`src/rtl/pipe_skid_stage_pkg.sv`:
```
`default_nettype none
// ============================================================================
// Module      : pipe_skid_stage_pkg
// Description : Shared constants for the inter-stage skid register.
// Revision    : 1.0 - initial release
// ============================================================================
package pipe_skid_stage_pkg;

    // Width of the concatenated ex->ls payload.
    localparam int unsigned c_stage_payload_w = 128;

    // Write-enable side-band bit positions.
    localparam int unsigned c_we_rd  = 0;
    localparam int unsigned c_we_csr = 1;

    // State encoding doubles as the occupancy count.
    localparam logic [1:0] c_st_empty = 2'd0;
    localparam logic [1:0] c_st_one   = 2'd1;
    localparam logic [1:0] c_st_full  = 2'd2;

endpackage
`default_nettype wire

```
`src/rtl/pipe_skid_stage_if.sv`:
```
`default_nettype none
// ============================================================================
// Module      : pipe_skid_stage_if
// Description : Upstream/downstream handshake bundle of one pipeline stage.
// Revision    : 1.0 - initial release
// ============================================================================
interface pipe_skid_stage_if
    import pipe_skid_stage_pkg::*;
#(
    parameter int unsigned DATA_W = c_stage_payload_w,
    parameter int unsigned WE_W   = 2
);
    logic              flush_i;
    logic              up_valid_i;
    logic              up_ready_o;
    logic [DATA_W-1:0] up_data_i;
    logic [WE_W-1:0]   up_we_i;
    logic              dn_valid_o;
    logic              dn_ready_i;
    logic [DATA_W-1:0] dn_data_o;
    logic [WE_W-1:0]   dn_we_o;
    logic [1:0]        occ_o;

    modport master (
        output flush_i, up_valid_i, up_data_i, up_we_i, dn_ready_i,
        input  up_ready_o, dn_valid_o, dn_data_o, dn_we_o, occ_o
    );

    modport slave (
        input  flush_i, up_valid_i, up_data_i, up_we_i, dn_ready_i,
        output up_ready_o, dn_valid_o, dn_data_o, dn_we_o, occ_o
    );
endinterface
`default_nettype wire

```
`src/rtl/pipe_skid_stage_entry.sv`:
```
`default_nettype none
// ============================================================================
// Module      : pipe_skid_stage_entry
// Description : One payload + write-enable register with load and clear.
// Revision    : 1.0 - initial release
// ============================================================================
module pipe_skid_stage_entry #(
    parameter int unsigned DATA_W = 128,
    parameter int unsigned WE_W   = 2
) (
    input  wire              clk,
    input  wire              rst,
    input  wire              i_load,
    input  wire              i_clear,
    input  wire [DATA_W-1:0] i_data,
    input  wire [WE_W-1:0]   i_we,
    output logic [DATA_W-1:0] o_data,
    output logic [WE_W-1:0]   o_we
);
    logic [DATA_W-1:0] r_data;
    logic [WE_W-1:0]   r_we;

    // Load wins over clear so a same-cycle refill is never lost.
    always_ff @(posedge clk or posedge rst) begin
        if (rst) begin
            r_data <= '0;
            r_we   <= '0;
        end else if (i_load) begin
            r_data <= i_data;
            r_we   <= i_we;
        end else if (i_clear) begin
            r_data <= '0;
            r_we   <= '0;
        end
    end

    assign o_data = r_data;
    assign o_we   = r_we;
endmodule
`default_nettype wire

```
`src/rtl/pipe_skid_stage.sv`:
```
`default_nettype none
// ============================================================================
// Module      : pipe_skid_stage
// Description : Valid/ready pipeline register with optional 2-entry skid and flush.
// Revision    : 1.0 - initial release
// ============================================================================
module pipe_skid_stage
    import pipe_skid_stage_pkg::*;
#(
    parameter int unsigned DATA_W   = c_stage_payload_w,
    parameter int unsigned WE_W     = 2,
    parameter int unsigned SKID_EN  = 1,
    parameter int unsigned CLR_DATA = 1
) (
    input wire                clk,
    input wire                rst,
    pipe_skid_stage_if.slave  bus
);
    localparam logic c_clr_en = (CLR_DATA != 0);

    logic [1:0]        r_state;
    logic [1:0]        w_state_nxt;
    logic              w_push;
    logic              w_pop;
    logic              w_dn_valid;
    logic              w_up_ready;
    logic              w_m_load;
    logic              w_m_from_s;
    logic              w_m_clear;
    logic              w_s_load;
    logic              w_s_clear;
    logic              w_m_clr_g;
    logic              w_s_clr_g;
    logic [DATA_W-1:0] w_m_data_in;
    logic [WE_W-1:0]   w_m_we_in;
    logic [DATA_W-1:0] w_m_data;
    logic [WE_W-1:0]   w_m_we;
    logic [DATA_W-1:0] w_s_data;
    logic [WE_W-1:0]   w_s_we;

    assign w_dn_valid = (r_state != c_st_empty);

    generate
        if (SKID_EN != 0) begin : g_ready_reg
            // Depends on state flops only: downstream ready never reaches upstream.
            assign w_up_ready = (r_state != c_st_full);
        end else begin : g_ready_comb
            assign w_up_ready = !w_dn_valid || bus.dn_ready_i;
        end
    endgenerate

    assign w_push = bus.up_valid_i & w_up_ready;
    assign w_pop  = w_dn_valid & bus.dn_ready_i;

    always_ff @(posedge clk or posedge rst) begin
        if (rst) begin
            r_state <= c_st_empty;
        end else begin
            r_state <= w_state_nxt;
        end
    end

    always_comb begin
        w_state_nxt = r_state;
        w_m_load    = 1'b0;
        w_m_from_s  = 1'b0;
        w_m_clear   = 1'b0;
        w_s_load    = 1'b0;
        w_s_clear   = 1'b0;
        if (bus.flush_i) begin
            w_state_nxt = c_st_empty;
            w_m_clear   = 1'b1;
            w_s_clear   = 1'b1;
        end else begin
            case (r_state)
                c_st_empty: begin
                    if (w_push) begin
                        w_m_load    = 1'b1;
                        w_state_nxt = c_st_one;
                    end
                end
                c_st_one: begin
                    if (w_push && w_pop) begin
                        w_m_load = 1'b1;
                    end else if (w_push) begin
                        w_s_load    = 1'b1;
                        w_state_nxt = c_st_full;
                    end else if (w_pop) begin
                        w_m_clear   = 1'b1;
                        w_state_nxt = c_st_empty;
                    end
                end
                c_st_full: begin
                    if (w_pop) begin
                        w_m_load    = 1'b1;
                        w_m_from_s  = 1'b1;
                        w_s_clear   = 1'b1;
                        w_state_nxt = c_st_one;
                    end
                end
                default: begin
                    w_state_nxt = c_st_empty;
                end
            endcase
        end
    end

    assign w_m_clr_g   = w_m_clear & c_clr_en;
    assign w_s_clr_g   = w_s_clear & c_clr_en;
    assign w_m_data_in = w_m_from_s ? w_s_data : bus.up_data_i;
    assign w_m_we_in   = w_m_from_s ? w_s_we   : bus.up_we_i;

    pipe_skid_stage_entry #(
        .DATA_W (DATA_W),
        .WE_W   (WE_W)
    ) u_main (
        .clk     (clk),
        .rst     (rst),
        .i_load  (w_m_load),
        .i_clear (w_m_clr_g),
        .i_data  (w_m_data_in),
        .i_we    (w_m_we_in),
        .o_data  (w_m_data),
        .o_we    (w_m_we)
    );

    generate
        if (SKID_EN != 0) begin : g_skid
            pipe_skid_stage_entry #(
                .DATA_W (DATA_W),
                .WE_W   (WE_W)
            ) u_skid (
                .clk     (clk),
                .rst     (rst),
                .i_load  (w_s_load),
                .i_clear (w_s_clr_g),
                .i_data  (bus.up_data_i),
                .i_we    (bus.up_we_i),
                .o_data  (w_s_data),
                .o_we    (w_s_we)
            );
        end else begin : g_no_skid
            logic w_unused_skid;
            assign w_s_data      = '0;
            assign w_s_we        = '0;
            assign w_unused_skid = w_s_load ^ w_s_clr_g;
        end
    endgenerate

    assign bus.up_ready_o = w_up_ready;
    assign bus.dn_valid_o = w_dn_valid;
    assign bus.dn_data_o  = w_m_data;
    assign bus.dn_we_o    = w_m_we & {WE_W{w_dn_valid}};
    assign bus.occ_o      = r_state;
endmodule
`default_nettype wire

```
`src/flat_wrapper.sv`:
```
// flat-port wrapper written by rule: the top's interface ports become plain ports
module pipe_skid_stage_flat import pipe_skid_stage_pkg::*;
#(
    parameter int unsigned DATA_W   = c_stage_payload_w,
    parameter int unsigned WE_W     = 2,
    parameter int unsigned SKID_EN  = 1,
    parameter int unsigned CLR_DATA = 1
)
  (clk, rst, bus_flush_i, bus_up_valid_i, bus_up_data_i, bus_up_we_i, bus_dn_ready_i, bus_up_ready_o, bus_dn_valid_o, bus_dn_data_o, bus_dn_we_o, bus_occ_o);
  pipe_skid_stage_if #(.DATA_W(DATA_W), .WE_W(WE_W)) bus_i ();
  input wire clk;
  input wire rst;
  input wire logic [$bits(bus_i.flush_i)-1:0] bus_flush_i;
  input wire logic [$bits(bus_i.up_valid_i)-1:0] bus_up_valid_i;
  input wire logic [$bits(bus_i.up_data_i)-1:0] bus_up_data_i;
  input wire logic [$bits(bus_i.up_we_i)-1:0] bus_up_we_i;
  input wire logic [$bits(bus_i.dn_ready_i)-1:0] bus_dn_ready_i;
  output wire logic [$bits(bus_i.up_ready_o)-1:0] bus_up_ready_o;
  output wire logic [$bits(bus_i.dn_valid_o)-1:0] bus_dn_valid_o;
  output wire logic [$bits(bus_i.dn_data_o)-1:0] bus_dn_data_o;
  output wire logic [$bits(bus_i.dn_we_o)-1:0] bus_dn_we_o;
  output wire logic [$bits(bus_i.occ_o)-1:0] bus_occ_o;
  assign bus_i.flush_i = bus_flush_i;
  assign bus_i.up_valid_i = bus_up_valid_i;
  assign bus_i.up_data_i = bus_up_data_i;
  assign bus_i.up_we_i = bus_up_we_i;
  assign bus_i.dn_ready_i = bus_dn_ready_i;
  assign bus_up_ready_o = bus_i.up_ready_o;
  assign bus_dn_valid_o = bus_i.dn_valid_o;
  assign bus_dn_data_o = bus_i.dn_data_o;
  assign bus_dn_we_o = bus_i.dn_we_o;
  assign bus_occ_o = bus_i.occ_o;
  pipe_skid_stage #(.DATA_W(DATA_W), .WE_W(WE_W), .SKID_EN(SKID_EN), .CLR_DATA(CLR_DATA)) u_core (.clk(clk), .rst(rst), .bus(bus_i));
endmodule
```
`config.mk`:
```
export PLATFORM = sky130hd
export DESIGN_NAME = pipe_skid_stage_flat
export DESIGN_NICKNAME = d
export VERILOG_FILES = /design/src/rtl/pipe_skid_stage_pkg.sv /design/src/rtl/pipe_skid_stage_if.sv /design/src/rtl/pipe_skid_stage_entry.sv /design/src/rtl/pipe_skid_stage.sv /design/src/flat_wrapper.sv
export SDC_FILE = /design/constraint.sdc
export NUM_CORES = 1
export LEC_CHECK = 0
export BUFFER_PORTS_ARGS = -buffer_cell sky130_fd_sc_hd__buf_2
export CORE_MARGIN = 3
export CORE_UTILIZATION = 55
export DETAILED_ROUTE_END_ITERATION = 12
export PLACE_DENSITY = 0.82
export SETUP_SLACK_MARGIN = 0.5
export SKIP_LAST_GASP = 1
export SYNTH_ARGS = -nofsm -noshare
export SYNTH_HDL_FRONTEND = slang
export SYNTH_SLANG_ARGS = --single-unit
```
`constraint.sdc`:
```
create_clock -name clk -period 14.6 [get_ports clk]
set_input_delay 2.19 -clock clk [delete_from_list [all_inputs] [get_ports clk]]
set_output_delay 2.19 -clock clk [all_outputs]
set_load 0.03 [all_outputs]
```
======== Word-level counts from Yosys, hierarchy flattened ========
Cells that the tools add are included.
word-level totals
  input bits .............................. 135
  output and inout bits ................... 134
  flip-flop bits (word level) ............. 262
  word-level logic and storage cells ...... 53
cells by class
  reductions and logical operators ........ 6
  mux-type cells .......................... 32
  equal/unequal tests ..................... 7
  bitwise operators ....................... 3
operators by type and width
  kind                                                   count
  2-to-1 mux 128 bit                                     5
  2-to-1 mux 2 bit                                       11
  2-to-1 mux 1 bit                                       14
  inequality test 3 x 2 -> 1 bit, second input constant  2
  one-hot mux 2 bit (3 select lines)                     1
  nonzero test 2 bit                                     3
  inequality test 4 x 2 -> 1 bit, second input constant  1
  AND reduction 4 bit                                    1
  inequality test 3 bit, second input constant           1
  one-hot mux 1 bit (3 select lines)                     1
  AND 1 bit                                              2
  AND 2 bit                                              1
  equality test 2 x 1 -> 1 bit, second input constant    1
  equality test 2 bit, second input constant             1
  logical NOT 2 bit                                      1
  inequality test 2 bit, second input constant           1
  logical AND 1 bit                                      1

======== Depth between registers and ports, before layout ========
Gate-level depths: netlist of run 1.
  depth in word-level cells ............... 9
  depth in mapped cells ................... 7
  mapped depth without buffers ............ 3

======== Hierarchy ========
A second synthesis of run 1 with hierarchy kept.
second synthesis, totals
  cells, all modules ...................... 1023
  area total of the unflattened synthesis .. 11946.5 µm²
by module, submodules not included
  module                 area an instance (µm²)  sequential area each (µm²)  cells an instance  times used
  pipe_skid_stage_entry  5084.9                  3253.1                      429                2
  pipe_skid_stage        1776.7                  50.0                        165                1

======== Worst setup path after synthesis of run 1 ========
No wires, ideal clock.
  path kind ............................... register to output
  from .................................... register u_core.r_state[0], in the netlist u_core.bus.occ_o[0]
  to ...................................... output port bus_dn_we_o[0]
  required time ........................... 12.410 ns
  path buffers ............................ 1
  cell stages (with the launch flop) ...... 4
  arrival time ............................ 1.353 ns
  slack ................................... 11.057 ns
  cells stage by stage .................... dfrtp_1 > buf_2 > or2_2 > and2_1
on the way
  word-level cells in the longest chain between the ends .. 2
RTL lines
  element                   line                    RTL
  start, declared           pipe_skid_stage.sv:21   logic [1:0] r_state;
  start signal, assigned    pipe_skid_stage.sv:57   r_state <= c_st_empty;
  start signal, assigned    pipe_skid_stage.sv:59   r_state <= w_state_nxt;
  nonzero test 2 bit        pipe_skid_stage.sv:41   assign w_dn_valid = (r_state != c_st_empty);
  named net bus_dn_valid_o  flat_wrapper.sv:19      output wire logic [$bits(bus_i.dn_valid_o)-1:0] bus_dn_valid_o;
  AND 2 bit                 pipe_skid_stage.sv:153  assign bus.dn_we_o = w_m_we & {WE_W{w_dn_valid}};
  end, declared             flat_wrapper.sv:21      output wire logic [$bits(bus_i.dn_we_o)-1:0] bus_dn_we_o;
The timed path passes the listed nets, and every way through them passes these cells.

======== Worst setup path in the final report of run 1 ========
  from .................................... input port bus_dn_ready_i
  to ...................................... register u_core.g_skid.u_skid.r_data[25], in the netlist u_core.g_skid.u_skid.o_data[25]
on the way
  word-level cells in the longest chain between the ends .. 6
  elaborated cells on any way between the ends .. 10
  classes of those cells .................. 7 x mux; 1 x bitwise; 2 x reduce/logical
RTL lines
  element                                                   line                         RTL
  start, declared                                           flat_wrapper.sv:17           input wire logic [$bits(bus_i.dn_ready_i)-1:0] bus_dn_ready_i;
  AND 1 bit (*)                                             pipe_skid_stage.sv:53        assign w_pop = w_dn_valid & bus.dn_ready_i;
  logical AND 1 bit                                         pipe_skid_stage.sv:83        if (w_push && w_pop) begin
  2-to-1 mux 1 bit                                          pipe_skid_stage.sv:83
  2-to-1 mux 1 bit                                          pipe_skid_stage.sv:75        case (r_state)
  2-to-1 mux 1 bit                                          pipe_skid_stage.sv:70        if (bus.flush_i) begin
  2-to-1 mux 128 bit or nonzero test 2 bit (tied branches)  --
  end signal, assigned                                      pipe_skid_stage_entry.sv:29  r_data <= i_data;
  end, declared                                             pipe_skid_stage_entry.sv:20  logic [DATA_W-1:0] r_data;
Every way passes the cells marked *; elsewhere a longest branch is shown, timed or not.
A chain may end at the register's enable or synchronous reset.

==> results by group, run 1 <==
Outcome
  – Outcome: finished, final reports clean

Cells and area
  – Multi-input logic area: 3610 um^2
  – Nets: 1381
  – Area Growth Syn to Fin: 19.0%
  – Sequential cell area: 6560 um^2
  – Core Util, Final: 67.4%
  – # fillers: 1501
  – Layout cells sized above 1: 26.1%

Timing
  – Part of the cycle the worst path needs: 34.5%
  – Fin Setup TNS: 0 ns
  – Minimum clock period: 5.04 ns
  – Hold WS: 0.499 ns
  – Max frequency: 0.198 GHz
  – Slew HR: 17.8%
  – Worst setup margin: 9.56 ns
  – Clk_skew: 0.0109 ns
  – RSZ-0062 raised after global routing: no
  – Final Hold Viols: 0
  – Final setup viols: 0
  – Worst slew pin tran: 1.23 ns
  – Slew Limit Fails: 0

Floorplan
  – Rows: 51
  – Die area: 22100 um^2
  – Starting density of the core: 56.7%
  – CORE AREA: 19700 um^2
  – IO Count: 269
  – Die width: 149 um
  – Die height: 149 um

Power and ir drop
  – Pwr dens: 129 nW/um^2
  – VDD IR max: 84.4 uV
  – Leakage power: 6.55 nW
  – Overall Power: 1.72 mW

Clocking
  – Clk slew on worst S/H paths: 0.06 ns
  – H-Tree Depth: 1
  – Post-CTS sizing: 0
  – Clk Latency, worst-skew pair: 0.51 ns
  – CTS root buf: clkbuf_16
  – Clock buffer count from CTS: 27
  – Clk buf depth: 3
  – CTS tree: yes
  – Clock sinks: 262
  – Post-CTS setup buffer count: 0
  – Hold bufs inserted after CTS: 0

Yosys
  – Synth Cell Area: 11200 um^2
  – Ys flop type: dfrtp_1
  – Net Count, Synth: 1175
  – Distinct cells, synth: 26
  – Avg Inst Size Synth: 10.7 um^2
  – Asr flop ratio synth: 100%
  – Number of synthesized register bits: 262
  – Sequential fraction of the synthesis area: 58.7%
  – YS warnings: 0
  – Post-synth EDFFs: 0
  – Cells after Synth: 1040

Route
  – DRT Pass-1 Iters: 5
  – DRC: 0
  – Via density: 6.05
  – Vias: 9262
  – Final wirelength: 30700 um
  – Routed wire length per instance: 20.0 um
  – Initial DRC Count: 663
  – Number of routed nets with antenna violations: 0

Setup path
  – Critical Path AT: 5.47 ns
  – Crit start category: input port
  – CP max FO: 57
  – Worst setup EP type: flip-flop
  – Worst EP required: 15.04 ns
  – Critical path type: input port to flip-flop

Placement
  – RD Place Congestion: 0.782
  – Port Buffer Count: 268
  – Hpwl dp: 18200 um
  – DP Worst Slack: 9.13 ns

GRT
  – Largest net degree at the start of global routing: 122
  – Vias in the first global route: 9336
  – Antenna violations before repair: 7
  – Global-route wire length before repair: 49100 um
  – Gr usage total: 26.9%
  – Grt ovf: 0

Worst hold path
  – HP Class: flip-flop to flip-flop

Flow run
  – Max Cap Viol: 0
==> layer usage <==
metal  track usage (%)  up-vias  part of all wire (%)
met5                 0        -                  0.21
met4              6.14       12                   2.0
met3              7.19       60                   9.3
met2              41.6      399                    47
met1              38.5     4648                    42
li1                  -     4143                     -
==> critical path: stages <==
cell and delay, ns:
buf_2 0.16, and3b_4 0.43, a311oi_4 1.12, buf_4 0.63, buf_4 0.61, a22o_1 0.24
==> layout by cell type (no fill, tap or decap), drive strengths merged, types with 4 or more instances in the layout <==
cell / n
o32ai: 130
nand2: 4
clkinv: 4
inv: 134
clkbuf: 44
nor3: 130
nor2: 131
a22o: 130
dfrtp: 262
buf: 280
==> cells by family (layout without fill, tap and decap cells) <==
group | count (synthesis) | count (layout) | share of synthesized area [%]
multiplexers | 1 | 1 | 0.101
AO/OA/AOI/OAI | 266 | 266 | 20.9
other | 0 | 1 | 0
buffers and inverters | 237 | 462 | 9.42
AND/OR/NAND/NOR | 274 | 274 | 11.0
flip-flops | 262 | 262 | 58.7
==> stage by stage <==
stage	std cells	instance area [um^2]
4_1_cts	1530	13300
3_5_place_dp	1482	12400
2_1_floorplan	1040	11200
5_1_grt	1531	13300
6_report	1531	13300
3_3_place_gp	1482	12400
==> layout make-up <==
cell class | instances | area share (%)
Clock inverter | 4 | 0.151
Timing Repair Buffer | 280 | 10.8
Tap cell | 265 | 2.49
Antenna cell | 1 | 0.0188
Inverter | 134 | 3.84
Clock buffer | 44 | 6.24
Sequential cell | 262 | 49.3
Multi-Input combinational cell | 541 | 27.2
==> state kept, by name, indices dropped and copies added (netlist names) <==
signal,count
u_core.bus.occ_o,2
u_core.g_skid.u_skid.o_data,128
u_core.g_skid.u_skid.o_we,2
u_core.u_main.o_data,128
u_core.u_main.o_we,2
==> power by group <==
part           switching (mW)  internal (mW)  total (mW)
logic                   0.186         0.0816       0.267
clock network           0.272          0.385       0.657
registers              0.0253          0.770       0.795
==> path summary, 6_finish.rpt <==
path	start	to	slack, ns	cells after the start
worst max register to register	u_core.bus.occ_o[0]	u_core.g_skid.u_skid.o_data[25]	10.81	5
min in group asynchronous	rst	u_core.g_skid.u_skid.o_data[86]	1.88	2
worst min register to register	u_core.g_skid.u_skid.o_data[99]	u_core.g_skid.u_skid.o_data[99]	0.50	1
max in group asynchronous	rst	u_core.u_main.o_data[93]	11.06	3
worst max-delay path	bus_dn_ready_i	u_core.g_skid.u_skid.o_data[25]	9.56	6
worst min-delay path	u_core.g_skid.u_skid.o_data[99]	u_core.g_skid.u_skid.o_data[99]	0.50	1
==> synthesized netlist by cell type (2+ instances only) <==
| cell type | instances | area, um^2 |
|---|---|---|
| clkbuf_1 | 52 | 195 |
| dfrtp_1 | 262 | 6560 |
| a22o_1 | 130 | 1140 |
| and2_1 | 2 | 12.5 |
| nor2_1 | 131 | 492 |
| buf_2 | 28 | 140 |
| buf_6 | 11 | 124 |
| inv_1 | 134 | 503 |
| buf_4 | 12 | 90.1 |
| nor3_1 | 130 | 651 |
| nand2_1 | 4 | 15.0 |
| o32ai_1 | 130 | 1140 |
(Power assumes the default switching activity.)
==> inputs of run 2 (changes only) <==
--- a/config.mk
+++ b/config.mk
@@ -5,11 +5,12 @@
 export SDC_FILE = /design/constraint.sdc
 export NUM_CORES = 1
 export LEC_CHECK = 0
+export ABC_AREA = 1
 export BUFFER_PORTS_ARGS = -buffer_cell sky130_fd_sc_hd__buf_2
 export CORE_MARGIN = 3
-export CORE_UTILIZATION = 55
+export CORE_UTILIZATION = 50
 export DETAILED_ROUTE_END_ITERATION = 12
-export PLACE_DENSITY = 0.82
+export PLACE_DENSITY = 0.77
 export SETUP_SLACK_MARGIN = 0.5
 export SKIP_LAST_GASP = 1
 export SYNTH_ARGS = -nofsm -noshare
==> constraint.sdc (replaced) <==
create_clock -name clk -period 4.6 [get_ports clk]
set_input_delay 0.69 -clock clk [delete_from_list [all_inputs] [get_ports clk]]
set_output_delay 0.69 -clock clk [all_outputs]
set_load 0.03 [all_outputs]
==> run 2 against run 1 <==
  * Critical endpoint is now u_core.u_main.o_data[16]
  * First-iteration DRC count rose by 61%
  * Non-clock buffer count rose by 9
  * Register-to-register slack got worse by 9.0 ns
  * Combinational power rose to 4.1 times the previous value
  * Synthesized cell count rose by 55%
==> results by group, run 2 <==
Floorplan
  – Die area: 27200 um^2
  – Die height: 165 um
  – IO Count: 269
  – CORE AREA: 24500 um^2
  – Starting density of the core: 51.4%
  – Die width: 165 um
  – Rows: 57

GRT
  – Vias in the first global route: 11000
  – Gr usage total: 25.8%
  – Antenna violations before repair: 12
  – Largest net degree at the start of global routing: 129
  – Grt ovf: 0
  – Global-route wire length before repair: 57300 um

Outcome
  – Outcome: finished, final reports clean

Route
  – Initial DRC Count: 1067
  – Via density: 5.43
  – DRT Pass-1 Iters: 5
  – Number of routed nets with antenna violations: 0
  – Vias: 11600
  – DRC: 0
  – Final wirelength: 35500 um
  – Routed wire length per instance: 16.6 um

Yosys
  – Ys flop type: dfrtp_1
  – Cells after Synth: 1612
  – Most common cell in the netlist: nand2_1
  – Distinct cells, synth: 17
  – Post-synth EDFFs: 0
  – Asr flop ratio synth: 100%
  – Synth area leader: dfrtp_1
  – Synth top area cells: dfrtp_1, nand2_1, nand3_1
  – Synth Cell Area: 12600 um^2
  – Sequential fraction of the synthesis area: 52.0%
  – Top-area cell type share of the netlist area: 52.0%
  – Top post-synthesis cells by count: nand2_1, nand3_1, dfrtp_1
  – YS warnings: 0
  – Number of synthesized register bits: 262
  – Net Count, Synth: 1747
  – Avg Inst Size Synth: 7.83 um^2

Cells and area
  – Area Growth Syn to Fin: 18.4%
  – Core Util, Final: 60.9%
  – Commonest cells after routing, fill and taps aside: nand2_1, buf_2, nand3_1, dfrtp_1, inv_1
  – Commonest non-fill, non-tap cell in the layout: nand2_1
  – Sequential cell area: 6560 um^2
  – Layout cells sized above 1: 19.4%
  – # fillers: 2214
  – Nets: 1926
  – Multi-input logic area: 4870 um^2
  – Finished Layout Cells: 2143

Worst hold path
  – HP Class: input port to asynchronous set/reset pin

Timing
  – Worst slew pin tran: 1.11 ns
  – Clk_skew: 0.00957 ns
  – Slew HR: 26.2%
  – Slew Limit Fails: 0
  – Max frequency: 0.364 GHz
  – Part of the cycle the worst path needs: 59.7%
  – Fin Setup TNS: 0 ns
  – RSZ-0062 raised after global routing: no
  – Final Hold Viols: 0
  – Final setup viols: 0
  – Minimum clock period: 2.74 ns

Clocking
  – Clk slew on worst S/H paths: 0.06 ns
  – Clk buf depth: 3
  – Clock buffer count from CTS: 29
  – CTS tree: yes
  – Clock sinks: 262
  – CTS root buf: clkbuf_16
  – Hold bufs inserted after CTS: 0
  – Post-CTS setup buffer count: 0
  – Post-CTS sizing: 0
  – Clk Latency, worst-skew pair: 0.54 ns
  – H-Tree Depth: 1

Setup path
  – Worst setup EP type: flip-flop
  – Most Frequent Cell on Critical Path: nand2_1
  – Slowest-stage cell, CP: buf_4
  – FF-to-FF path depth: 8
  – Worst path cell trace: inv_1 -> nand2_1 -> nand2_1 -> nand3_4 -> buf_4 -> buf_4 -> nand3_1 -> nand2_1
  – Critical Path AT: 3.21 ns
  – CP max FO: 86
  – Crit start category: flip-flop
  – Slowest stage delay, CP: 0.80 ns
  – Critical path type: flip-flop to flip-flop
  – Worst EP required: 5.07 ns

Placement
  – Port Buffer Count: 268
  – Placed cell count: 2084
  – RD Place Congestion: 0.808
  – Hpwl dp: 21300 um

Power and ir drop
  – Pwr dens: 412 nW/um^2
  – Leakage power: 8.62 nW
  – Overall Power: 6.15 mW
  – VDD IR max: 265 uV

Flow run
  – Max Cap Viol: 0
## run 2: changes by cell type after synthesis, moves of 16 or more
cell,change
buf_1,+16
o32ai_1,-130
a22o_1,-130
nand2_1,+529
nand4_1,+133
nor2_1,-128
o21ai_1,+100
nor3_1,-129
buf_2,+32
o21ai_0,+31
nand3_1,+264
## run 2: cells by family (layout without fill, tap and decap cells)
logic type      Yosys count  count (layout)  share of synthesized area [%]
compound gates          131             131                           5.20
buf+inv                 283             484                           9.64
simple gates            936             936                           33.2
flops                   262             262                           52.0
other cells               0               6                              0
## run 2: final timing paths
check	slack, ns	start	endpoint
setup / recovery	1.86	u_core.bus.occ_o[1]	u_core.u_main.o_data[16]
hold / removal	0.08	rst	u_core.g_skid.u_skid.o_data[118]
setup reg to reg	1.86	u_core.bus.occ_o[1]	u_core.u_main.o_data[16]
hold reg to reg	0.49	u_core.u_main.o_data[102]	u_core.u_main.o_data[102]
max in group asynchronous	3.55	rst	u_core.g_skid.u_skid.o_data[82]
min in group clk	0.40	bus_up_data_i[50]	u_core.g_skid.u_skid.o_data[50]
## run 2: per-stage QoR
step                      setup slack, ns  hold WS [ns]  cell area [um^2]
after floorplan                     0.454         0.469             12600
after global placement               1.72         0.478             13900
after detailed placement             1.66         0.482             13900
after CTS                            1.93        0.0592             14900
after global routing                 1.68        0.0713             14900
final                                1.86        0.0793             14900
## run 2: final cells by class
class | count | share of cell area (%)
Clock buffer | 39 | 5.71
Inverter | 142 | 3.69
Clock inverter | 14 | 1.06
Multi-Input combinational cell | 1067 | 32.6
Antenna cell | 6 | 0.101
Sequential cell | 262 | 43.9
Tap cell | 324 | 2.71
Timing Repair Buffer | 289 | 10.2
## run 2: critical path, delay by kind of cell (launching register included)
kind	cells	cell delay [ns]
simple gates	5	0.72
buf+inv	3	1.39
flops	1	0.47
## run 2: where the power goes
part | leakage (nW) | internal [mW] | switching (mW)
combinational | 4.55 | 0.288 | 0.803
sequential | 3.55 | 2.51 | 0.125
clock | 0.511 | 1.47 | 0.950
total | 8.62 | 4.27 | 1.88
## run 2: routing by layer
metal	share of wire, %	GRT usage (%)
met5	0.23	0
met4	2.8	7.55
met3	8.0	6.14
met2	45	40.2
met1	44	36.1
==> inputs of run 3 (changes only) <==
==> constraint.sdc (replaced) <==
create_clock -name clk -period 2.5 [get_ports clk]
set_input_delay 0.375 -clock clk [delete_from_list [all_inputs] [get_ports clk]]
set_output_delay 0.375 -clock clk [all_outputs]
set_load 0.03 [all_outputs]
==> run 3 against run 2 <==
  * Sequential power is 84% higher
  * Sequential share of layout area is 0.28 points lower
  * Global-route usage is 0.61 points higher
  * Core utilization is 0.42 points higher
  * Non-clock buffer count is 6 higher
  * Critical endpoint is now bus_dn_we_o[0]
  * Highest routed layer unchanged
==> results by group, run 3 (synthesis results as in run 2) <==
Setup path
  – Worst EP required: 2.12 ns
  – Worst reg2reg startpoint: u_core.bus.occ_o[1]
  – Critical R2R Capture: u_core.g_skid.u_skid.o_data[63]
  – Worst setup EP type: output port
  – Critical Path AT: 1.51 ns
  – Slowest stage delay, CP: 0.43 ns
  – R2R setup slack: 0.63 ns
  – Crit start category: flip-flop
  – CP max FO: 5
  – Most Frequent Cell on Critical Path: inv_1
  – Slowest-stage cell, CP: dfrtp_2
  – Critical path type: flip-flop to output port
  – Worst path cell trace: inv_1 -> nand2_2 -> inv_1 -> nor2_1 -> buf_4
  – FF-to-FF path depth: 5

Clocking
  – H-Tree Depth: 1
  – Clock sinks: 262
  – CTS tree: yes
  – Clk Latency, worst-skew pair: 0.55 ns
  – CTS root buf: clkbuf_16
  – Clk slew on worst S/H paths: 0.06 ns
  – Clock buffer count from CTS: 29
  – Clk buf depth: 3

Power and ir drop
  – Pwr dens: 730 nW/um^2
  – Internal power: 7.54 mW
  – VDD IR max: 696 uV
  – Seq pwr share: 44.2%
  – Overall Power: 11.0 mW
  – NetSw: 3.44 mW
  – Comb pwr share: 18.8%
  – Leakage power: 8.64 nW
  – Sw Ratio: 31.3%
  – Clock share of power: 37.0%

Timing
  – Final Hold Viols: 0
  – Worst setup margin: 0.619 ns
  – Slew HR: 53.5%
  – Minimum clock period: 1.88 ns
  – Part of the cycle the worst path needs: 75.2%
  – Hold WS: 0.0671 ns
  – Worst slew pin tran: 0.697 ns
  – Clk_skew: 0.0151 ns
  – Slew Limit Fails: 0
  – Final setup viols: 0
  – Fin Setup TNS: 0 ns
  – Max frequency: 0.532 GHz
  – RSZ-0062 raised after global routing: no

GRT
  – Global-route wire length before repair: 58800 um
  – Grt ovf: 0
  – Gr usage total: 26.4%
  – Antenna violations before repair: 7
  – Vias in the first global route: 11400
  – Largest net degree at the start of global routing: 142

Placement
  – Hpwl dp: 21800 um
  – DP Worst Slack: 0.573 ns
  – Port Buffer Count: 268
  – RD Place Congestion: 0.813

Route
  – Routed wire length per instance: 16.8 um
  – Initial DRC Count: 1087
  – Final wirelength: 36100 um
  – Vias: 11800
  – DRT Pass-1 Iters: 6
  – Number of routed nets with antenna violations: 0
  – Via density: 5.49
  – DRC: 0

Worst hold path
  – Hold depth: 3
  – Hold EP: u_core.g_skid.u_skid.o_data[119]
  – HP Class: input port to flip-flop
  – Hold Startpoint: bus_up_data_i[119]

Floorplan
  – IO Count: 269
  – Rows: 57
  – Starting density of the core: 51.4%
  – Die area: 27200 um^2
  – CORE AREA: 24500 um^2
  – Die height: 165 um
  – Die width: 165 um

Cells and area
  – Commonest cells after routing, fill and taps aside: nand2_1, buf_2, nand3_1, dfrtp_1, inv_1
  – Layout cells sized above 1: 19.2%
  – Core Util, Final: 61.3%
  – Area Growth Syn to Fin: 19.2%
  – Commonest non-fill, non-tap cell in the layout: nand2_1
  – Nets: 1932

Outcome
  – Outcome: finished, final reports clean

Flow run
  – Max Cap Viol: 0
==> run 3: routing by layer <==
metal / global-route usage (%) / wire length, um / vias to the layer above
met5: 0 / 60 / -
met4: 7.01 / 756 / 10
met3: 6.55 / 3320 / 59
met2: 42.0 / 16600 / 495
met1: 36.4 / 15400 / 5565
li1: - / - / 5665
==> run 3: metrics by stage <==
step / instances / area [um^2]
floorplan: 1612 / 12600
global placement: 2088 / 14100
detailed placement: 2088 / 14100
CTS: 2143 / 15000
global route: 2146 / 15000
finish: 2150 / 15000
==> run 3: worst max path at each step <==
stage / from / end / slack, ns / cells after the start
after floorplan: rst / u_core.bus.occ_o[0] / -1.33 / 1
after global placement: bus_flush_i / u_core.u_main.o_data[47] / 0.62 / 7
after detailed placement: bus_flush_i / u_core.u_main.o_data[100] / 0.57 / 7
after CTS: u_core.bus.occ_o[1] / bus_dn_we_o[0] / 0.53 / 5
after global routing: u_core.bus.occ_o[0] / bus_dn_we_o[0] / 0.51 / 5
final: u_core.bus.occ_o[1] / bus_dn_we_o[0] / 0.62 / 5
==> run 3: what timing repair did <==
action,CTS,global route
buffers inserted,0,1
resized for setup,4,1
hold endpoints to repair,2,0
setup endpoints to repair,2,2
hold buffers,1,0
cloned,0,0
==> run 3: layout make-up <==
class                      instances  area (um^2)
tap                              324          405
inverter                         142          552
timing repair buffer             295         1740
clock inverter                    10         82.6
sequential                       262         6560
antenna                            6         15.0
fill                            2191         9490
multi-input combinational       1067         4880
clock buffer                      44          812
==> run 3: power groups by stage <==
stage / clock network (mW) / logic, mW / registers (mW)
6_report: 4.06 / 2.07 / 4.86
5_1_grt: 4.30 / 2.28 / 4.90
4_1_cts: 4.13 / 2.08 / 4.85
3_5_place_dp: 0 / 2.07 / 4.93
3_3_place_gp: 0 / 2.04 / 4.91
2_1_floorplan: 0 / 0.899 / 5.36
==> run 3: worst max-delay path: cells and delay by family (launching register included) <==
kind	cells	cell delay, ns
flops	1	0.43
simple gates	2	0.15
buf+inv	3	0.39
